===== src/rtl/command_rx.sv =====
// command_rx: 8N1 UART command receiver with a one-byte valid/ready output buffer
module command_rx #(
  parameter int CLKS_PER_BIT = 5208
) (
  input  logic       clk,
  input  logic       rst,
  input  logic       rx,
  output logic [7:0] data,
  output logic       data_valid,
  input  logic       data_ready,
  output logic       busy,
  output logic       frame_err,
  output logic       overrun
);
  localparam int TW = $clog2(CLKS_PER_BIT) + 1;
  localparam logic [TW-1:0] FULL = TW'(CLKS_PER_BIT - 1);
  localparam logic [TW-1:0] HALF = TW'(CLKS_PER_BIT / 2 - 1);
  typedef enum logic [2:0] {WAIT_HIGH, IDLE, START, DATA, STOP, BREAK} state_t;
  state_t r_state, w_next;
  logic r_rx_meta, r_rx_s;
  logic [TW-1:0] r_timer;
  logic [2:0] r_index;
  logic [7:0] r_shift;
  logic w_half, w_full, w_bit, w_deliver, w_ferr, w_primed;
  always_comb begin
    w_half = r_timer == HALF;
    w_full = r_timer == FULL;
    w_primed = r_timer[TW-1:1] != '0;
    busy = r_state == START || r_state == DATA || r_state == STOP;
    w_bit = r_state == DATA && w_full;
    w_deliver = r_state == STOP && w_full && r_rx_s;
    w_ferr = r_state == STOP && w_full && !r_rx_s;
    w_next = r_state;
    case (r_state)
      WAIT_HIGH: w_next = r_rx_s && w_primed ? IDLE : WAIT_HIGH;
      IDLE:      w_next = r_rx_s ? IDLE : START;
      START:     w_next = !w_half ? START : r_rx_s ? IDLE : DATA;
      DATA:      w_next = w_bit && r_index == 3'd7 ? STOP : DATA;
      STOP:      w_next = !w_full ? STOP : r_rx_s ? IDLE : BREAK;
      BREAK:     w_next = r_rx_s ? IDLE : BREAK;
      default:   w_next = WAIT_HIGH;
    endcase
  end
  always_ff @(posedge clk) begin
    if (rst) begin
      r_state <= WAIT_HIGH;
      r_rx_meta <= 1'b1;
      r_rx_s <= 1'b1;
    end else begin
      r_state <= w_next;
      r_rx_meta <= rx;
      r_rx_s <= r_rx_meta;
    end
  end
  always_ff @(posedge clk) begin
    if (rst) begin
      r_timer <= '0;
      r_index <= '0;
      r_shift <= '0;
    end else begin
      r_timer <= (w_next != r_state || w_bit) ? '0 :
                 (busy || (r_state == WAIT_HIGH && !w_primed)) ? r_timer + 1'b1 : r_timer;
      r_index <= r_state != DATA ? '0 : w_bit ? r_index + 1'b1 : r_index;
      r_shift <= w_bit ? {r_rx_s, r_shift[7:1]} : r_shift;
    end
  end
  always_ff @(posedge clk) begin
    if (rst) begin
      data <= '0;
      data_valid <= 1'b0;
      frame_err <= 1'b0;
      overrun <= 1'b0;
    end else begin
      frame_err <= w_ferr;
      overrun <= w_deliver && data_valid && !data_ready;
      data_valid <= w_deliver || (data_valid && !data_ready);
      data <= (w_deliver && (!data_valid || data_ready)) ? r_shift : data;
    end
  end
endmodule

===== config.mk =====
export PLATFORM = sky130hd
export DESIGN_NAME = command_rx
export DESIGN_NICKNAME = d
export VERILOG_FILES = /design/src/rtl/command_rx.sv
export SDC_FILE = /design/constraint.sdc
export NUM_CORES = 1
export LEC_CHECK = 0
export ABC_AREA = 1
export CORE_MARGIN = 2
export CORE_UTILIZATION = 55
export DETAILED_ROUTE_END_ITERATION = 8
export PLACE_DENSITY_LB_ADDON = 0.25
export SYNTH_ARGS = -nofsm -noshare
export SYNTH_HDL_FRONTEND = slang
export SYNTH_SLANG_ARGS = --single-unit

===== constraint.sdc =====
create_clock -name clk -period 2.1 [get_ports clk]
set_input_delay 0.525 -clock clk [delete_from_list [all_inputs] [get_ports clk]]
set_output_delay 0.525 -clock clk [all_outputs]
set_load 0.03 [all_outputs]

==> metrics.yaml <==
setup_viol_count_final: 0
synth_cells: 309
coreArea_sq_um: 4030
worst_setup_path_start_kind: "register"
relSlewSlack: 0.700
fin_nets: 340
min_to: "r_rx_s"
clock_skew_ns: 0.00537
start_util: 0.572
cts_inserted_buffers: 5
postPlaceCellArea_sq_um: 2530
syn-num-nets: 316
hp-start: "r_rx_meta"
hold_viol_final: 0
rsz0062_at_grt: "false"
combPwrFrac: 0.279
postCtsSetupBuffers: 0
cts-root-buf: "clkbuf_8"
ys_warn_count: 0
clk_pin_slew_ns: 0.08
cts.htree.levels: 2
p_clk_frac: 0.284
worstRegToRegCells: 12
overflow: 0
syn2layout_area_growth_pct: 13.8
drive_gt1_frac: 0.198
final_common_cell: "nand2_1"
end_kind: "register"
numClockSinks: 41
die_y_um: 68.8
io_buffers: 15
hold_depth: 1
intPower_mw: 1.23
p_total_mw: 1.92
via_per_inst: 5.17
worstPathArrival_ns: 2.09
cts_tree: "yes"
drc: 0
clockBufferDepth: 2
hold_class: "register to register"
cap_violations: 0
r2r_end: "r_timer[0]"
r2r-start: "r_timer[1]"
stdcell_area_sq_um: 2630
die_w_um: 68.8
antenna_found_initial: 0
p_leak_nw: 1.03
mostFrequentLayoutCells: "nand2_1, inv_1, dfxtp_1, nor2_1, a21oi_1"
synth-seq-cells: 41
io_pins: 16
cp_max_fo: 14
grt_first_pass_wirelength_um: 7890
reg2reg_setup_slack_ns: 0.18
grt_pass1_vias: 1705
p_seq_frac: 0.437
drt_first_pass_iters: 4
grtUsageTotal: 0.227
clkLatencyLatePin_ns: 0.30
cp.required_ns: 2.28
drt_wl_total_um: 4710
syn_area_sq_um: 2310
yosysSeqAreaShare: 0.356
max_clock_freq_ghz: 0.522
syn_area_per_cell_sq_um: 7.46
diodes: 0
dieArea_sq_um: 4730
drt_iter0_drc: 175
hpwlAfterDp_um: 3480
power_density_nw_per_um2: 732
final_util: 0.652
synthDistinctLibCells: 36
post-route-min-period_ns: 1.92
ant_nets: 0
switching_share: 0.362
grt_max_degree: 17
outcome: "complete, no violations"
path_class: "register to register"
rows: 23
worst_pin_slew_ns: 0.446
vias: 1984
wl_per_cell_um: 12.3
tns_ns: 0
finalMaxSlewViolations: 0
post-route-period-util: 0.912
p_sw_uw: 696
gp_congestion: 0.926
ir_drop_mv: 0.470
==> synthesized netlist by cell type <==
library cell	number	area [sq um]
nand2_4	3	33.8
o21ai_2	1	8.76
o221a_2	1	11.3
nand2_1	44	165
nor2_8	1	20.0
buf_12	1	20.0
xor2_1	9	78.8
nor2_4	12	135
nor3_4	2	32.5
ha_1	3	37.5
or2_2	3	18.8
o21ai_0	15	75.1
inv_2	10	37.5
buf_4	1	7.51
inv_1	43	161
nor3_1	9	45.0
nand3_1	18	90.1
nand2_2	6	37.5
a21oi_1	20	100
o31ai_1	1	7.51
dfxtp_1	41	821
nand3b_1	1	7.51
clkbuf_1	4	15.0
nand3_2	3	30.0
nor4_1	2	12.5
buf_6	2	22.5
xnor2_1	1	8.76
clkinv_1	1	3.75
o21a_1	8	60.1
clkinv_2	1	5.00
nor2_1	31	116
xor2_2	1	16.3
o21ai_1	1	5.00
a21oi_2	1	8.76
nand4_1	6	37.5
nor2_2	2	12.5
==> per-layer routing <==
| layer | up-vias | track usage | part of all wire |
|---|---|---|---|
| met3 | 8 | 0.0390 | 0.048 |
| met1 | 910 | 0.327 | 0.50 |
| met4 | 0 | 0.0882 | 0.017 |
| met5 | - | 0 | 0 |
| li1 | 1023 | - | - |
| met2 | 43 | 0.334 | 0.43 |
==> kinds of logic after synthesis <==
| logic type | Yosys count | share of synthesized area |
|---|---|---|
| AO/OA/AOI/OAI | 48 | 0.120 |
| XOR/XNOR | 11 | 0.0450 |
| adder cells (fa/ha/maj) | 3 | 0.0163 |
| buffers and inverters | 63 | 0.118 |
| flip-flops | 41 | 0.356 |
| AND/OR/NAND/NOR | 143 | 0.345 |
==> how the worst max path moves through the flow <==
stage	startpoint	end	slack, ns	cells after the start
3_3_place_gp	r_state[0]	busy	0.13	6
3_5_place_dp	r_state[0]	busy	0.14	6
2_1_floorplan	r_timer[0]	r_timer[10]	0.44	13
5_1_grt	r_timer[1]	r_timer[12]	0.007	9
6_report	r_timer[1]	r_timer[0]	0.18	12
4_1_cts	r_state[0]	busy	0.06	6
==> sequential cells by signal, summed over array words and instances, names as in the netlist <==
name        cells
data            8
data_valid      1
frame_err       1
overrun         1
r_index         3
r_rx_meta       1
r_rx_s          1
r_shift         8
r_state         3
r_timer        14
==> power groups by stage <==
stage,sequential (mW),clock [mW],combinational (mW)
finish,0.840,0.546,0.536
global route,0.845,0.585,0.596
CTS,0.838,0.560,0.526
detailed placement,0.856,0,0.523
global placement,0.856,0,0.523
floorplan,0.850,0,0.519
==> critical path, stage by stage (launching register included) <==
cell,delay [ns]
dfxtp_1,0.39
ha_1,0.26
nand2_2,0.07
clkinv_2,0.06
nand2_4,0.05
nor2_8,0.11
nand3_2,0.10
nand2_1,0.07
nand3_1,0.10
nor2_2,0.15
nor2_4,0.06
nand2_4,0.28
nor2_1,0.07
==> final cells by class <==
type | count | area, sq um
tap | 50 | 62.6
clock inverter | 2 | 13.8
inverter | 55 | 208
timing repair buffer | 25 | 220
clock buffer | 6 | 82.6
multi-input combinational | 205 | 1220
sequential | 41 | 821
fill | 365 | 1400
==> timing repair <==
action	4_1_cts	5_1_grt
setup endpoints to repair	1	2
gates cloned	0	0
pin swaps	0	0
hold buffers	0	0
hold endpoints to repair	0	0
gates resized for setup	1	3
==> through the flow <==
stage | hold slack [ns] | cells | setup slack (ns)
after floorplan | 0.389 | 309 | 0.435
after global placement | 0.412 | 376 | 0.134
after global routing | 0.440 | 384 | 0.00662
after CTS | 0.431 | 384 | 0.0645
after detailed placement | 0.411 | 376 | 0.136
final | 0.426 | 384 | 0.184
Power figures use the tool's default switching activity.
